$ cat src/rtl/prim_dom_and_nshare.sv
// Domain-oriented masked AND (GF(2) multiply) over NumShares shares with valid/ready on both sides.
// Inner and cross-domain terms are registered in one stage; an optional output register adds a second.
module prim_dom_and_nshare #(
  parameter int  DW        = 64,
  parameter int  NumShares = 2,
  parameter bit  OutReg    = 1'b0,
  localparam int NumZ      = NumShares * (NumShares - 1) / 2
) (
  input  logic                    clk_i,
  input  logic                    rst_ni,
  input  logic                    valid_i,
  output logic                    ready_o,
  input  logic [NumShares*DW-1:0] a_i,
  input  logic [NumShares*DW-1:0] b_i,
  input  logic [NumZ*DW-1:0]      z_i,
  input  logic                    z_valid_i,
  output logic                    z_ack_o,
  output logic                    valid_o,
  input  logic                    ready_i,
  output logic [NumShares*DW-1:0] q_o
);

  if (NumShares < 2 || NumShares > 4) begin : g_bad_shares
    $error("prim_dom_and_nshare: NumShares must be in 2..4");
  end

  typedef logic [NumShares-1:0][DW-1:0] shares_t;

  function automatic logic [DW-1:0] unmask(input shares_t s);
    logic [DW-1:0] r;
    r = '0;
    for (int i = 0; i < NumShares; i++) r ^= s[i];
    return r;
  endfunction

  shares_t a_s, b_s, q_c;
  logic [NumShares-1:0][NumShares-1:0][DW-1:0] prod, t_d, t_q;
  logic acc, v1_q, v1_d;
  logic [DW-1:0] exp1_q, exp_out;

  assign a_s     = a_i;
  assign b_s     = b_i;
  assign acc     = valid_i & z_valid_i & ready_o;
  assign z_ack_o = acc;

  // Products are formed first; the cross-domain XOR with fresh z lands straight in the register.
  for (genvar i = 0; i < NumShares; i++) begin : g_row
    for (genvar j = 0; j < NumShares; j++) begin : g_col
      localparam int Lo = (i < j) ? i : j;
      localparam int Hi = (i < j) ? j : i;
      localparam int K  = Lo + Hi * (Hi - 1) / 2;
      assign prod[i][j] = a_s[i] & b_s[j];
      if (i == j) begin : g_inner
        assign t_d[i][j] = prod[i][j];
      end else begin : g_cross
        assign t_d[i][j] = prod[i][j] ^ z_i[K*DW +: DW];
      end
    end
  end

  always_ff @(posedge clk_i or negedge rst_ni) begin
    if (!rst_ni) begin
      t_q    <= '0;
      v1_q   <= 1'b0;
      exp1_q <= '0;
    end else begin
      v1_q <= v1_d;
      if (acc) begin
        t_q    <= t_d;
        exp1_q <= unmask(a_s) & unmask(b_s);
      end
    end
  end

  always_comb begin
    q_c = '0;
    for (int i = 0; i < NumShares; i++)
      for (int j = 0; j < NumShares; j++)
        q_c[i] ^= t_q[i][j];
  end

  if (OutReg) begin : g_oreg
    shares_t       q2_q;
    logic          v2_q, s2_rdy, mv;
    logic [DW-1:0] exp2_q;

    assign s2_rdy  = !v2_q | ready_i;
    assign mv      = v1_q & s2_rdy;
    assign ready_o = !v1_q | s2_rdy;
    assign v1_d    = acc | (v1_q & !mv);
    assign valid_o = v2_q;
    assign q_o     = q2_q;
    assign exp_out = exp2_q;

    always_ff @(posedge clk_i or negedge rst_ni) begin
      if (!rst_ni) begin
        q2_q   <= '0;
        v2_q   <= 1'b0;
        exp2_q <= '0;
      end else begin
        v2_q <= mv | (v2_q & !ready_i);
        if (mv) begin
          q2_q   <= q_c;
          exp2_q <= exp1_q;
        end
      end
    end
  end else begin : g_noreg
    assign ready_o = !v1_q | ready_i;
    assign v1_d    = acc | (v1_q & !ready_i);
    assign valid_o = v1_q;
    assign q_o     = q_c;
    assign exp_out = exp1_q;
  end

  // exp1_q/exp2_q shadow the unmasked product purely for the equivalence check below.
  a_unmasked_eq : assert property (@(posedge clk_i) disable iff (!rst_ni)
    valid_o && ready_i |-> unmask(q_o) == exp_out);
  a_q_stable : assert property (@(posedge clk_i) disable iff (!rst_ni)
    valid_o && !ready_i |=> valid_o && $stable(q_o));
  a_z_ack : assert property (@(posedge clk_i) disable iff (!rst_ni)
    z_ack_o |-> z_valid_i);

endmodule

$ cat config.mk
export PLATFORM = sky130hd
export DESIGN_NAME = prim_dom_and_nshare
export DESIGN_NICKNAME = d
export VERILOG_FILES = /design/src/rtl/prim_dom_and_nshare.sv
export SDC_FILE = /design/constraint.sdc
export NUM_CORES = 1
export LEC_CHECK = 0
export BUFFER_PORTS_ARGS = -buffer_cell sky130_fd_sc_hd__buf_4
export CAP_MARGIN = 20
export CORE_AREA = 2 2 209 211
export CTS_BUF_LIST = sky130_fd_sc_hd__clkbuf_4
export CTS_CLUSTER_SIZE = 20
export DETAILED_ROUTE_END_ITERATION = 16
export DIE_AREA = 0 0 211 213
export GPL_ROUTABILITY_DRIVEN = 0
export PLACE_DENSITY = 0.57
export SYNTH_ARGS = -nofsm -noshare
export SYNTH_HDL_FRONTEND = slang
export SYNTH_SLANG_ARGS = --single-unit
$ cat constraint.sdc
create_clock -name clk_i -period 1.7 [get_ports clk_i]
set_clock_uncertainty 0.2 [all_clocks]
set_input_delay 0.17 -clock clk_i [delete_from_list [all_inputs] [get_ports clk_i]]
set_output_delay 0.17 -clock clk_i [all_outputs]
set_load 0.02 [all_outputs]
==> results.toml, run 1 <==
[yosys]
netlist_instances = 1186
synth_area_leaders = "dfrtp_1, mux2_4, mux2i_1"
ys_seq_area_share_pct = 47.6
synth_compound_area_share_pct = 0
netlist_area_um2 = 13500
yosysTopAreaCell = "dfrtp_1"
yosysWarnings = 0
ys_ff_latch = 257
synth_top_family_by_area = "multiplexers"
synth_nets = 1511
synth_top_area_share_pct = 47.6
synth.avg_cell_area_um2 = 11.4
synth-simple-area-share_pct = 7.32
synth-xor-area-share_pct = 16.6
synth.area.mux_share_pct = 23.0
synth_cell_types = 13
synth_fa_ha_area_share_pct = 0

[placed_design]
port_buffers = 455
dp_hpwl_mm = 29.1
dp.cells = 2214

[outcome]
error_line = "[ERROR RSZ-0060] Max buffer count reached."
status = "stopped before the end"
haltStage = "clock tree synthesis (4_1_cts)"

[clock_tree]
h-tree-depth = 3
cts_sinks = 257
root_buffer = "clkbuf_4"
post_cts_buffers = 78
cts_made_buffers = 74
clock_path_buffers = 3
cts-resized-gates = 82
cts_hold_buffers = 485

[floorplan]
die_y_um = 213
std_cell_rows = 76
start_util_pct = 31.6
io_pins = 456
dieWidth_um = 211
==> logic make-up after synthesis <==
kind of cell	Yosys count
simple gates	260
flops	257
xor+xnor	256
mux	256
buf+inv	157
==> synthesized netlist by cell type <==
master and count:
mux2_2 27, nand2_1 258, buf_2 2, mux2i_1 128, xor2_1 128, nand2b_4 1, mux2_4 101, nor2b_1 1
buf_6 14, xnor2_1 128, buf_4 13, inv_1 128, dfrtp_1 257
==> per-stage QoR <==
stage / cell area [um2] / util (%) / TNS [ps] / setup slack [ps]
3_5_place_dp: 17900 / 41.9 / -5580 / -80.7
3_3_place_gp: 17900 / 41.9 / -3370 / -67.5
2_1_floorplan: 13600 / - / -5130 / -51.2
==> run 2: changes to the inputs <==
- CORE_AREA: 2 2 209 211 -> 2 2 263 265
- CTS_BUF_LIST: sky130_fd_sc_hd__clkbuf_4 -> not set
- CTS_CLUSTER_SIZE: 20 -> not set
- DIE_AREA: 0 0 211 213 -> 0 0 265 267
- PLACE_DENSITY: 0.57 -> not set
- PLACE_DENSITY_LB_ADDON: not set -> 0.15
- clock period: 1.7 -> 2.2 ns (I/O delays scaled with it)
==> results.toml, run 2 <==
[floorplan]
die_y_um = 267
dieArea_um2 = 70800
std_cell_rows = 96
core_um2 = 68000
io_pins = 456
dieWidth_um = 265
start_util_pct = 19.9

[clock_tree]
cts_sinks = 257
clkTransAtPathRegs_ps = 60
h-tree-depth = 2
insertion_delay_ps = 530
cts_tree = "done"
clock_path_buffers = 3
cts_made_buffers = 35
root_buffer = "clkbuf_16"

[worst_setup_path]
crit_required_ps = 1780
r2r_slack_ps = 130
critPathKind = "reg -> out"
r2r_cells = 7
reg2reg_from = "valid_o"
crit_arrival_ps = 1680
cp-end-kind = "primary output"
startpoint_type = "flip-flop"
cp_max_fo = 13
reg2reg_to = "t_q[125]"

[yosys]
synth_area_leaders = "dfrtp_1, mux2_4, mux2i_1"
synth_most_common_cell = "nand2_1"
synth_fa_ha_area_share_pct = 0
ys_seq_area_share_pct = 47.6
yosysWarnings = 0
async_flop_share_pct = 100
synth_compound_area_share_pct = 0
ys_ff_latch = 257
synth_top_family_by_area = "multiplexers"
synth_edf_count = 0
yosysTopAreaCell = "dfrtp_1"
synth-simple-area-share_pct = 7.32
synth_cell_types = 13
ys.flop_type = "dfrtp_1"
netlist_area_um2 = 13500
synth_nets = 1511
synth.avg_cell_area_um2 = 11.4
netlist_instances = 1186
synth-xor-area-share_pct = 16.6
synth_top_area_share_pct = 47.6
synth.area.mux_share_pct = 23.0
synthTopCellsByCount = "nand2_1, dfrtp_1"

[layout]
largest_register_ffs = 256
fill_cells = 6840
fin_nets = 2460
area_growth_syn_to_layout_pct = 76.4
final_common_cell = "buf_4"
largest-register = "t_q"
drive_above_1_share_pct = 31.4
final_cell_mix = "buf_4, dlygate4sd3_1, nand2_1, dfrtp_1"
finalInstanceArea_um2 = 23800

[routing]
viasPerCell = 3.72
drtIter0Drc = 284
routed_wl_mm = 42.9
via_count = 11301
wl_per_cell_um = 14.1
drc = 0
ant_nets = 0
first_pass_iters = 4

[timing]
rsz0062_at_grt = "false"
slew_headroom_pct = 73.7
setup_viol = 0
finalCritPeriodShare_pct = 95.2
max_freq_ghz = 0.477
fin_setup_tns_ps = 0
min_period_ps = 2100
tightest_slew_ps = 394
hold_viol_final = 0
report.final.slew_viol_count = 0

[placed_design]
dpl_cell_area_um2 = 18200
port_buffers = 455
dp_hpwl_mm = 31.5

[worst_hold_path]
whs_endpoint = "t_q[122]"
hold_class = "in -> reg"
whs_path_depth = 4
min-delay-start = "a_i[58]"

[global_routing]
antenna_found_initial = 0
grt_first_pass_wirelength_mm = 67.3
grt_pass1_vias = 12646
grt_usage_pct = 12.0
overflow = 0
grt_max_degree = 67

[flow_run]
maxCapViolations = 0

[power_and_ir_drop]
ir_drop_mv = 0.460
p_per_area_nw_per_um2 = 784
power_mw = 18.7
p_leak_nw = 11.1

[outcome]
status = "complete, no violations"
## run 2: cell counts after synthesis
Identical to the previous run, type by type.
## run 2: how the worst max path moves through the flow
stage          slack, ps    start        to  cells after the start
2_1_floorplan        370  valid_o  t_q[100]                      6
3_3_place_gp         330  valid_o  t_q[133]                      5
3_5_place_dp         310  valid_o  t_q[133]                      5
4_1_cts               50  valid_o   z_ack_o                      5
5_1_grt               20  valid_o   z_ack_o                      5
6_report             100  valid_o   z_ack_o                      5
## run 2: layer usage
metal	share of wire [%]	up-vias	track usage [%]	wire length, um
li1	-	5619	-	-
met1	44	5329	14.9	18700
met2	48	297	20.3	20500
met3	6.4	56	3.26	2750
met4	2.1	0	3.34	904
met5	0	-	0	0
## run 2: layout make-up
cell class                 count  area (um2)  share of cell area [%]
multi-input combinational    772        6340                    26.6
tap                          882        1100                    4.63
antenna                        1        2.50                  0.0105
sequential                   257        6430                    27.0
clock inverter                 8        71.3                   0.299
inverter                     128         480                    2.02
clock buffer                  52        1020                    4.29
timing repair buffer         941        8390                    35.2
## run 2: cell families after synthesis
kind of cell,count (synthesis)
XOR/XNOR,256
buffers and inverters,157
flip-flops,257
multiplexers,256
AND/OR/NAND/NOR,260
## run 2: what timing repair did
action,in CTS,in global routing
setup endpoints to repair,1,7
gates resized for setup,1,0
gates cloned,2,0
endpoints found under the hold margin,490,0
hold buffers,443,0
setup buffers,6,0
## run 2: worst max-delay path: stages (launching register included)
cell and delay, ps:
dfrtp_1 410, nand2b_4 90, nor2b_4 170, buf_12 140, buf_16 160, buf_4 160
## run 2: stage by stage
stage,setup slack (ps),utilization [%],hold slack (ps),std cells
finish,105,35.1,24.2,3041
global route,16.7,35.1,10.1,3040
CTS,49.1,35.1,1.97,3041
detailed placement,307,26.8,-36.8,2530
global placement,327,26.8,-39.1,2530
floorplan,374,-,-276,1186
## run 2: report_power, final
part | total, mW | internal [mW] | switching [mW]
combinational | 6.90 | 3.63 | 3.28
sequential | 6.32 | 5.67 | 0.655
clock | 5.45 | 3.32 | 2.13
No activity file was read; power rests on OpenSTA's default activity.
